<file path="config.mk">
export PLATFORM = sky130hd
export DESIGN_NAME = rf_write_arbiter_flat
export DESIGN_NICKNAME = d
export VERILOG_FILES = /design/src/rtl/rf_write_arbiter_if.sv /design/src/rtl/rf_write_arbiter.sv /design/src/flat_wrapper.sv
export SDC_FILE = /design/constraint.sdc
export NUM_CORES = 1
export LEC_CHECK = 0
export BUFFER_PORTS_ARGS = -buffer_cell sky130_fd_sc_hd__buf_2
export CAP_MARGIN = 0
export CORE_ASPECT_RATIO = 1.75
export CORE_MARGIN = 5
export CORE_UTILIZATION = 45
export DETAILED_ROUTE_END_ITERATION = 8
export GPL_ROUTABILITY_DRIVEN = 0
export PLACE_DENSITY = 0.79
export SLEW_MARGIN = 15
export SYNTH_ARGS = -nofsm -noshare
export SYNTH_HDL_FRONTEND = slang
export SYNTH_SLANG_ARGS = --single-unit
</file>
<file path="constraint.sdc">
create_clock -name CLK -period 2.4 [get_ports CLK]
set_input_delay 0 -clock CLK [delete_from_list [all_inputs] [get_ports CLK]]
set_output_delay 0 -clock CLK [all_outputs]
set_load 0.01 [all_outputs]
</file>
<file path="src/rtl/rf_write_arbiter_if.sv">
// Writeback request channels, clear control and register-file write port
// bundled around rf_write_arbiter.
interface rf_write_arbiter_if #(
    parameter int DATA_W = 32,
    parameter int ADDR_W = 5
);
    logic              init_start;
    logic              req0_valid;
    logic [ADDR_W-1:0] req0_addr;
    logic [DATA_W-1:0] req0_data;
    logic              req0_ready;
    logic              req1_valid;
    logic [ADDR_W-1:0] req1_addr;
    logic [DATA_W-1:0] req1_data;
    logic              req1_ready;
    logic              rf_we;
    logic [ADDR_W-1:0] rf_addr;
    logic [DATA_W-1:0] rf_wd;
    logic              busy;

    // Writeback side: drives requests, observes grants and the write port.
    modport master (
        output init_start,
        output req0_valid, req0_addr, req0_data,
        input  req0_ready,
        output req1_valid, req1_addr, req1_data,
        input  req1_ready,
        input  rf_we, rf_addr, rf_wd, busy
    );

    // Arbiter side.
    modport slave (
        input  init_start,
        input  req0_valid, req0_addr, req0_data,
        output req0_ready,
        input  req1_valid, req1_addr, req1_data,
        output req1_ready,
        output rf_we, rf_addr, rf_wd, busy
    );
endinterface

</file>
<file path="src/rtl/rf_write_arbiter.sv">
// Owns the register-file write port: clears registers 1..NREG-1 after reset or
// on init_start, then shares the port round-robin between two writeback requesters.
module rf_write_arbiter #(
    parameter int DATA_W = 32,
    parameter int ADDR_W = 5,
    parameter int NREG   = 32
) (
    input  logic              CLK,
    input  logic              RST_N,
    rf_write_arbiter_if.slave bus
);
    localparam logic [0:0]        INIT = 1'b0;
    localparam logic [0:0]        RUN  = 1'b1;
    localparam logic [ADDR_W-1:0] LAST = ADDR_W'(NREG - 1);

    logic [0:0]        state;
    logic [ADDR_W-1:0] cnt;
    logic              prio;
    logic              grant0;
    logic              grant1;
    logic              rf_we_q;
    logic [ADDR_W-1:0] rf_addr_q;
    logic [DATA_W-1:0] rf_wd_q;

    // NOTE: defaults assigned first so every path drives both grants (no latch).
    always_comb begin
        grant0 = 1'b0;
        grant1 = 1'b0;
        if (state == RUN && !bus.init_start) begin
            if (bus.req0_valid && (!bus.req1_valid || !prio)) begin
                grant0 = 1'b1;
            end else if (bus.req1_valid) begin
                grant1 = 1'b1;
            end
        end
    end

    // NOTE: sequential state uses non-blocking assignments only.
    always_ff @(posedge CLK or negedge RST_N) begin
        if (!RST_N) begin
            state     <= INIT;
            cnt       <= ADDR_W'(1);
            prio      <= 1'b0;
            rf_we_q   <= 1'b0;
            rf_addr_q <= '0;
            rf_wd_q   <= '0;
        end else if (state == INIT) begin
            rf_we_q   <= 1'b1;
            rf_addr_q <= cnt;
            rf_wd_q   <= '0;
            if (cnt == LAST) begin
                state <= RUN;
                cnt   <= ADDR_W'(1);
            end else begin
                cnt <= cnt + 1'b1;
            end
        end else if (bus.init_start) begin
            state   <= INIT;
            cnt     <= ADDR_W'(1);
            rf_we_q <= 1'b0;
        end else if (grant0) begin
            // Register 0 is hardwired; the write is consumed but never issued.
            rf_we_q   <= (bus.req0_addr != '0);
            rf_addr_q <= bus.req0_addr;
            rf_wd_q   <= bus.req0_data;
            prio      <= 1'b1;
        end else if (grant1) begin
            rf_we_q   <= (bus.req1_addr != '0);
            rf_addr_q <= bus.req1_addr;
            rf_wd_q   <= bus.req1_data;
            prio      <= 1'b0;
        end else begin
            rf_we_q <= 1'b0;
        end
    end

    assign bus.req0_ready = grant0;
    assign bus.req1_ready = grant1;
    assign bus.rf_we      = rf_we_q;
    assign bus.rf_addr    = rf_addr_q;
    assign bus.rf_wd      = rf_wd_q;
    assign bus.busy       = (state == INIT);
endmodule

</file>
<file path="src/flat_wrapper.sv">
// flat-port wrapper written by rule: the top's interface ports become plain ports
module rf_write_arbiter_flat 
#(
    parameter int DATA_W = 32,
    parameter int ADDR_W = 5,
    parameter int NREG   = 32
)
  (CLK, RST_N, bus_init_start, bus_req0_valid, bus_req0_addr, bus_req0_data, bus_req0_ready, bus_req1_valid, bus_req1_addr, bus_req1_data, bus_req1_ready, bus_rf_we, bus_rf_addr, bus_rf_wd, bus_busy);
  rf_write_arbiter_if #(.DATA_W(DATA_W), .ADDR_W(ADDR_W)) bus_i ();
  input  logic CLK;
  input  logic RST_N;
  input wire logic [$bits(bus_i.init_start)-1:0] bus_init_start;
  input wire logic [$bits(bus_i.req0_valid)-1:0] bus_req0_valid;
  input wire logic [$bits(bus_i.req0_addr)-1:0] bus_req0_addr;
  input wire logic [$bits(bus_i.req0_data)-1:0] bus_req0_data;
  output wire logic [$bits(bus_i.req0_ready)-1:0] bus_req0_ready;
  input wire logic [$bits(bus_i.req1_valid)-1:0] bus_req1_valid;
  input wire logic [$bits(bus_i.req1_addr)-1:0] bus_req1_addr;
  input wire logic [$bits(bus_i.req1_data)-1:0] bus_req1_data;
  output wire logic [$bits(bus_i.req1_ready)-1:0] bus_req1_ready;
  output wire logic [$bits(bus_i.rf_we)-1:0] bus_rf_we;
  output wire logic [$bits(bus_i.rf_addr)-1:0] bus_rf_addr;
  output wire logic [$bits(bus_i.rf_wd)-1:0] bus_rf_wd;
  output wire logic [$bits(bus_i.busy)-1:0] bus_busy;
  assign bus_i.init_start = bus_init_start;
  assign bus_i.req0_valid = bus_req0_valid;
  assign bus_i.req0_addr = bus_req0_addr;
  assign bus_i.req0_data = bus_req0_data;
  assign bus_req0_ready = bus_i.req0_ready;
  assign bus_i.req1_valid = bus_req1_valid;
  assign bus_i.req1_addr = bus_req1_addr;
  assign bus_i.req1_data = bus_req1_data;
  assign bus_req1_ready = bus_i.req1_ready;
  assign bus_rf_we = bus_i.rf_we;
  assign bus_rf_addr = bus_i.rf_addr;
  assign bus_rf_wd = bus_i.rf_wd;
  assign bus_busy = bus_i.busy;
  rf_write_arbiter #(.DATA_W(DATA_W), .ADDR_W(ADDR_W), .NREG(NREG)) u_core (.CLK(CLK), .RST_N(RST_N), .bus(bus_i));
endmodule
</file>
* Word level (Yosys, flattened, before mapping)
Index checks and enable logic that the tools add are counted.
** Storage, ports and cells
- Register bits after elaboration :: 45
- ROM bits :: 0
- Output and inout port bits :: 41
- Bits in latches :: 0
- Memories kept :: 0
- Logic and storage cells :: 49
- Bits of input ports :: 79
- RAM bits :: 0
** Cells by class
- Shifts and indexed selects :: 0
- Divide/modulo/power cells :: 0
- Order comparisons :: 0
- Multiplexer cells :: 25
- Bitwise logic cells :: 2
- Reduce and logical (&&, ||, !) cells :: 11
- Add/sub/neg operators :: 1
- Equality and inequality tests :: 4
- $mul :: 0
** Operator list (number)
- $mux W32 :: 4
- $mux W5 :: 7
- $mux W1 :: 14
- $reduce_bool A5 Y1 :: 2
- $add A5 B1 Y5 const B :: 1
- $eq A5 B5 Y1 const B :: 1
- $ne A2 B2 Y1 const B :: 2
- $logic_not A1 Y1 :: 3
- $ne A3 B3 Y1 const B :: 1
- $reduce_and A3 Y1 :: 1
- $logic_and A1 B1 Y1 :: 2
- $not A1 Y1 :: 2
- $reduce_and A2 Y1 :: 1
- $reduce_bool A2 Y1 :: 1
- $logic_or A1 B1 Y1 :: 1

* Longest topological paths before layout
Gate-level depths: netlist of the first run.
- Depth after elaboration :: 9
- Mapped depth :: 7
- Depth with buffers taken out :: 6

* Worst setup path after synthesis of the first run
No wires, ideal clock.
- Path kind :: flip-flop to flip-flop
- Start point :: reg u_core.cnt[0]
- End point :: reg u_core.cnt[4]
- Arrival time :: 1.268 ns
- Buffers on the path :: 0
- Stages on the path, launching flop included :: 5
- Period minus slack after synthesis :: 1.389 ns
- Slack :: 1.011 ns
- Library setup time :: 0.121 ns
- Data required time :: 2.279 ns
- Cells stage by stage :: dfstp_2 > ha_1 > and3_1 > ha_1 > a22o_1
** Between the ends
- Word-level cells in the longest chain between the ends :: 3
- Elaborated cells between the ends (all ways) :: 4
- Those cells by class :: add/sub (1); eq/ne (1); mux (2)
** Ends and longest elaborated chain
- start, declared :: RTL line rf_write_arbiter.sv:17 : logic [ADDR_W-1:0] cnt;
- start signal, assigned :: RTL line rf_write_arbiter.sv:55 : cnt <= cnt + 1'b1;
- $add A5 B1 Y5 / $eq A5 B5 Y1 (equally long branches) :: RTL line rf_write_arbiter.sv:55, rf_write_arbiter.sv:51
- $mux W5 * :: RTL line rf_write_arbiter.sv:51 : if (cnt == LAST) begin
- $mux W5 * :: RTL line rf_write_arbiter.sv:47 : end else if (state == INIT) begin
Mark *: on every way between the ends. The rest lies on a longest branch, timed or not.
A chain may end at the register's enable or synchronous reset.

* Worst setup path in the final report of the first run
- Start point :: reg u_core.state
- End point :: reg u_core.rf_wd_q[27] (netlist: u_core.bus.rf_wd[27])
** Between the ends
- Word-level cells in the longest chain between the ends :: 5
- Elaborated cells between the ends (all ways) :: 9
- Those cells by class :: eq/ne (2); mux (5); reduce/logical (2)
** Ends and longest elaborated chain
- start, declared :: RTL line rf_write_arbiter.sv:16 : logic [0:0] state;
- start signal, assigned :: RTL line rf_write_arbiter.sv:41 : state <= INIT;
- start signal, assigned :: RTL line rf_write_arbiter.sv:52 : state <= RUN;
- start signal, assigned :: RTL line rf_write_arbiter.sv:58 : state <= INIT;
- $logic_and A1 B1 Y1 :: RTL line rf_write_arbiter.sv:29 : if (state == RUN && !bus.init_start) begin
- $mux W1 :: RTL line rf_write_arbiter.sv:29
- $mux W32 :: RTL line rf_write_arbiter.sv:61 : end else if (grant0) begin
- $mux W32 :: RTL line rf_write_arbiter.sv:57 : end else if (bus.init_start) begin
- $mux W32 :: RTL line rf_write_arbiter.sv:47
- end signal, assigned :: RTL line rf_write_arbiter.sv:65 : rf_wd_q <= bus.req0_data;
- end signal, assigned :: RTL line rf_write_arbiter.sv:70 : rf_wd_q <= bus.req1_data;
- end, declared :: RTL line rf_write_arbiter.sv:23 : logic [DATA_W-1:0] rf_wd_q;
Several ways; a longest one is shown, not always the timed one. The select of a mux whose other input is x is not followed.

==> reports/qor.yml, run 1 <==
status:
  status: "complete, no violations"
timing:
  setup_violations: 0
  whs_ns: 0.00550
  hold_violations: 0
  finalWorstPathRequiredPeriod_ns: 2.20
  setup_ws_ns: 0.204
  final.setup.tns_ns: 0
  fmaxAchievable_ghz: 0.455
  rsz0062_at_grt: "false"
  timing.final.crit_share: 0.915
  finClkSkew_ns: 0.00976
  slew_violations: 0
  worstMarginPinSlew_ns: 1.01
  relSlewSlack: 0.324
place:
  dp_slack_ns: 0.716
  postPlaceCellArea_um2: 3110
  io_buffers: 119
  place_inst: 433
  dpl.hpwl_mm: 5.25
pwr:
  ir_drop_v: 0.000508
  p_clk_frac: 0.192
  switchingPower_uw: 977
  pwr-share-seq: 0.389
  p_leak_nw: 2.21
  p_sw_frac: 0.362
  p_per_area_nw_per_um2: 693
  totalPowerFinal_mw: 2.70
  intPower_mw: 1.72
  combinationalPowerShare: 0.419
clock_tree:
  htree_levels: 2
  numClockSinks: 45
  path_clk_slew_ns: 0.09
  worst_skew_pair.late_latency_ns: 0.30
  post_cts_resized: 0
  cts_buffer_depth: 2
  cts_tree: "built"
  cts_inserted_buffers: 5
  clock-root-buffer: "clkbuf_8"
cells_and_area:
  final_core_util: 0.698
  mostFrequentLayoutCells: "buf_2, dlygate4sd3_1, dfrtp_1, nand3_1"
  finalNonFillerCells: 510
  final_layout_size_suffix_gt1_frac: 0.326
  multi_input_area_um2: 1250
  stdcell_area_um2: 3900
  area_delta_synth_final_pct: 51.5
  layout_commonest_cell: "buf_2"
  final_nets: 513
  seqCellArea_um2: 1130
  fillers: 440
global_routing:
  grtUsageTotal: 0.239
  antenna_found_initial: 1
  grt_pass1_wl_mm: 13.3
  grt_overflow: 0
  grt_max_degree: 46
  grt_pass1_vias: 2874
logic_synthesis:
  syn_area_um2: 2570
  synthArstFlopShare: 1.00
  yosysUniqueCellTypes: 41
  synth_ff_type: "dfrtp_1"
  syn_area_per_cell_um2: 10.0
  yosysWarnings: 0
  postSynthNetCount: 337
  ys_seq_area_frac: 0.438
  synth_edf_count: 0
  syn_inst: 256
  ys_seq_elements: 45
routing:
  viasPerCell: 5.35
  wl_mm: 8.67
  ant_nets: 0
  wire_per_inst_um: 17.0
  remaining_drc_errors: 0
  first_pass_iters: 4
  drt_iter0_markers: 267
  vias: 2727
critical_path:
  path_class: "reg -> reg"
  end_kind: "register"
  crit_path_top_delay_cell: "dlygate4sd3_1"
  cp_num_buf_inv: 2
  arrival_ns: 2.38
  slowest_delay_ns: 0.57
  crit_path_cell_trace: "buf_4 > nand3b_2 > mux2i_1 > o21ai_1 > dlygate4sd3_1"
  cpLargestDelayFamily: "buffers and inverters"
  start_kind: "register"
  worstPathRequired_ns: 2.58
  worst-path-max-fanout: 22
worst_hold_path:
  holdCritPathClass: "in -> reg"
floorplan:
  ios: 120
  core_area_um2: 5590
  row_count: 36
  die_x_um: 67.1
  die_area_um2: 7390
  die_h_um: 110
  start_util: 0.460
flow_run:
  max_cap_viol_count: 0
[what timing repair did]
| item | CTS | global route |
|---|---|---|
| setup endpoints to repair | 0 | 2 |
| setup buffers | 0 | 0 |
| endpoints found under the hold margin | 80 | 0 |
| hold buffers | 67 | 0 |
[power by group through the flow]
stage	logic, mW	registers (mW)	clock network, mW
floorplan	0.601	1.10	0
global placement	0.934	1.06	0
detailed placement	0.956	1.06	0
CTS	1.11	1.04	0.536
global route	1.24	1.07	0.573
finish	1.13	1.05	0.519
[cell usage after synthesis (all sizes together) (2+ instances only)]
cell type | instances | area share
nand2 | 8 | 0.015
o21ai | 33 | 0.064
and2 | 32 | 0.078
nand3 | 39 | 0.076
clkbuf | 3 | 0.0049
nor2b | 3 | 0.0083
nor2 | 6 | 0.0088
buf | 20 | 0.071
a31oi | 2 | 0.0049
mux2i | 32 | 0.12
nand4 | 4 | 0.0097
o211ai | 3 | 0.0088
o2bb2ai | 2 | 0.0068
inv | 3 | 0.0044
dfrtp | 44 | 0.43
ha | 2 | 0.0097
a21oi | 4 | 0.0078
[cells by family after synthesis]
logic type               share of synthesized area
AND/OR/NAND/NOR                              0.211
AO/OA/AOI/OAI                                0.127
XOR/XNOR                                   0.00681
buffers and inverters                       0.0832
flip-flops                                   0.438
multiplexers                                 0.125
adder cells (fa/ha/maj)                    0.00973
[registers in the layout, summed over array words and instances (netlist names)]
signal	cells
u_core.bus.rf_wd	32
u_core.bus.rf_addr	5
u_core.cnt	5
u_core.bus.rf_we	1
u_core.prio	1
u_core.state	1
[area by class of cell]
type	count	area share
Sequential cell	45	0.289
Multi-Input combinational cell	185	0.320
Clock buffer	7	0.0247
Tap cell	76	0.0244
Inverter	4	0.00514
Timing Repair Buffer	191	0.335
Antenna cell	1	0.000642
Clock inverter	1	0.00128
[final timing paths]
path | slack [ns] | to | start | cells after the start
max | 0.20 | u_core.bus.rf_wd[27] | u_core.state | 5
min | 0.006 | u_core.bus.rf_addr[1] | bus_req1_addr[1] | 3
max reg2reg | 0.20 | u_core.bus.rf_wd[27] | u_core.state | 5
min reg2reg | 0.52 | u_core.cnt[4] | u_core.cnt[4] | 1
max in group asynchronous | 1.36 | u_core.bus.rf_wd[16] | RST_N | 2
min in group asynchronous | 0.41 | u_core.bus.rf_wd[0] | RST_N | 2
[worst min-delay path, delay by kind of cell]
family | cells | cell delay [ns]
and+or+nand+nor | 1 | 0.07
buffers and inverters | 1 | 0.10
AOI/OAI and AO/OA | 1 | 0.09
[layer usage]
metal / vias up / GRT usage / wire [um] / part of all wire
li1: 1260 / - / - / -
met1: 1311 / 0.262 / 3120 / 0.36
met2: 131 / 0.426 / 4690 / 0.54
met3: 25 / 0.0345 / 470 / 0.054
met4: 0 / 0.138 / 393 / 0.045
met5: - / 0 / 0 / 0
Power figures use the tool's default switching activity.
==> inputs of run 2 (changes only) <==
Settings changed: MAX_ROUTING_LAYER set to met4.
==> run 2 against run 1 <==
  * Critical path depth unchanged
  * Final area unchanged
  * Setup slack worse by 0.025 ns
  * Count of clock-buffer cells in the layout unchanged
  * Sequential power about the same
  * Total power about the same
  * Via count down 0.66%
  * First-iteration DRC count down 8.2%
  * Fmax down 1.1%
  * Combinational power about the same
  * Clock power about the same
  * Clock skew up 0.0012 ns
  * Largest power group unchanged
==> reports/qor.yml, run 2 (synthesis gave the netlist of run 1 again) <==
critical_path:
  end_kind: "register"
  worstPathRequired_ns: 2.58
  start_kind: "register"
  worst-path-max-fanout: 22
  crit_path_cell_trace: "buf_4 > nand3b_2 > mux2i_1 > o21ai_1 > dlygate4sd3_1"
  path_class: "reg -> reg"
  cpLargestDelayFamily: "buffers and inverters"
  crit_path_top_delay_cell: "dlygate4sd3_1"
  cp_num_buf_inv: 2
  arrival_ns: 2.40
  slowest_delay_ns: 0.57
routing:
  vias: 2709
  drt_iter0_markers: 245
  viasPerCell: 5.31
  ant_nets: 0
  remaining_drc_errors: 0
  first_pass_iters: 4
  wl_mm: 8.70
  wire_per_inst_um: 17.1
pwr:
  intPower_mw: 1.72
  pwr-share-seq: 0.389
  switchingPower_uw: 977
  combinationalPowerShare: 0.420
  ir_drop_v: 0.000509
  p_sw_frac: 0.362
  p_clk_frac: 0.191
  p_leak_nw: 2.21
  p_per_area_nw_per_um2: 693
place:
  io_buffers: 119
  postPlaceCellArea_um2: 3110
  dpl.hpwl_mm: 5.25
timing:
  finClkSkew_ns: 0.0110
  setup_violations: 0
  timing.final.crit_share: 0.926
  worstMarginPinSlew_ns: 1.02
  slew_violations: 0
  final.setup.tns_ns: 0
  hold_violations: 0
  finalWorstPathRequiredPeriod_ns: 2.22
  relSlewSlack: 0.320
  rsz0062_at_grt: "false"
  fmaxAchievable_ghz: 0.450
floorplan:
  die_x_um: 67.1
  start_util: 0.460
  die_area_um2: 7390
  die_h_um: 110
  row_count: 36
  core_area_um2: 5590
  ios: 120
clock_tree:
  worst_skew_pair.late_latency_ns: 0.29
  clock-root-buffer: "clkbuf_8"
  htree_levels: 2
  numClockSinks: 45
  path_clk_slew_ns: 0.09
  cts_buffer_depth: 2
  cts_inserted_buffers: 5
  cts_tree: "built"
status:
  status: "complete, no violations"
cells_and_area:
  seqCellArea_um2: 1130
  fillers: 440
  largest_register_ffs: 32
  final_nets: 513
  multi_input_area_um2: 1250
  final_layout_size_suffix_gt1_frac: 0.326
  layout_commonest_cell: "buf_2"
  mostFrequentLayoutCells: "buf_2, dlygate4sd3_1, dfrtp_1, nand3_1"
  area_delta_synth_final_pct: 51.5
  stdcell_area_um2: 3900
global_routing:
  grtUsageTotal: 0.245
  grt_max_degree: 46
  grt_pass1_wl_mm: 13.3
  antenna_found_initial: 1
  grt_pass1_vias: 2876
  grt_overflow: 0
flow_run:
  max_cap_viol_count: 0
worst_hold_path:
  holdCritPathClass: "in -> reg"
## run 2: cell counts in the layout (fill, tap and decap cells not counted)
Identical to the previous run, type by type.
## run 2: cell type report
| type | instances | area share |
|---|---|---|
| Antenna cell | 1 | 0.000642 |
| Inverter | 4 | 0.00514 |
| Multi-Input combinational cell | 185 | 0.320 |
| Sequential cell | 45 | 0.289 |
| Clock inverter | 1 | 0.00128 |
| Clock buffer | 7 | 0.0247 |
| Timing Repair Buffer | 191 | 0.335 |
| Tap cell | 76 | 0.0244 |
## run 2: worst reg2reg max path: stages, from the launching register on
cell	delay (ns)
dfrtp_1	0.37
buf_4	0.25
nand3b_2	0.53
mux2i_1	0.32
o21ai_1	0.08
dlygate4sd3_1	0.57
## run 2: path summary, 6_finish.rpt
check,to,cells after the start,startpoint,slack (ns)
hold / removal,u_core.bus.rf_addr[1],3,bus_req1_addr[1],0.008
setup / recovery,u_core.bus.rf_wd[5],5,u_core.state,0.18
max in group asynchronous,u_core.bus.rf_wd[16],2,RST_N,1.35
min in group asynchronous,u_core.bus.rf_wd[0],2,RST_N,0.41
hold reg to reg,u_core.cnt[4],1,u_core.cnt[4],0.53
setup reg to reg,u_core.bus.rf_wd[5],5,u_core.state,0.18
## run 2: routing by layer
metal / global-route usage / vias up / share of wire
met5: - / - / 0
met4: 0.138 / 0 / 0.044
met3: 0.0294 / 24 / 0.052
met2: 0.426 / 121 / 0.55
met1: 0.264 / 1303 / 0.36
li1: - / 1261 / -
## run 2: what timing repair did
action | CTS | global route
hold buffers | 67 | 0
setup buffers | 0 | 0
setup endpoints to repair | 0 | 2
resized for setup | 0 | 0
hold endpoints to repair | 80 | 0
## run 2: through the flow
stage	hold slack, ns	utilization	std cells	power, mW	setup slack [ns]
2_1_floorplan	-0.296	-	256	1.70	1.01
3_3_place_gp	0.229	0.557	433	1.99	0.756
4_1_cts	0.000764	0.695	508	2.69	0.167
6_report	0.00758	0.698	510	2.70	0.179
3_5_place_dp	0.229	0.557	433	2.01	0.716
5_1_grt	0.00305	0.698	510	2.88	0.0856
## run 2: power groups by stage
stage	Sequential (mW)	Clock [mW]	Combinational, mW
4_1_cts	1.04	0.536	1.11
2_1_floorplan	1.10	0	0.601
5_1_grt	1.07	0.573	1.24
6_report	1.05	0.516	1.13
3_5_place_dp	1.06	0	0.956
3_3_place_gp	1.06	0	0.934
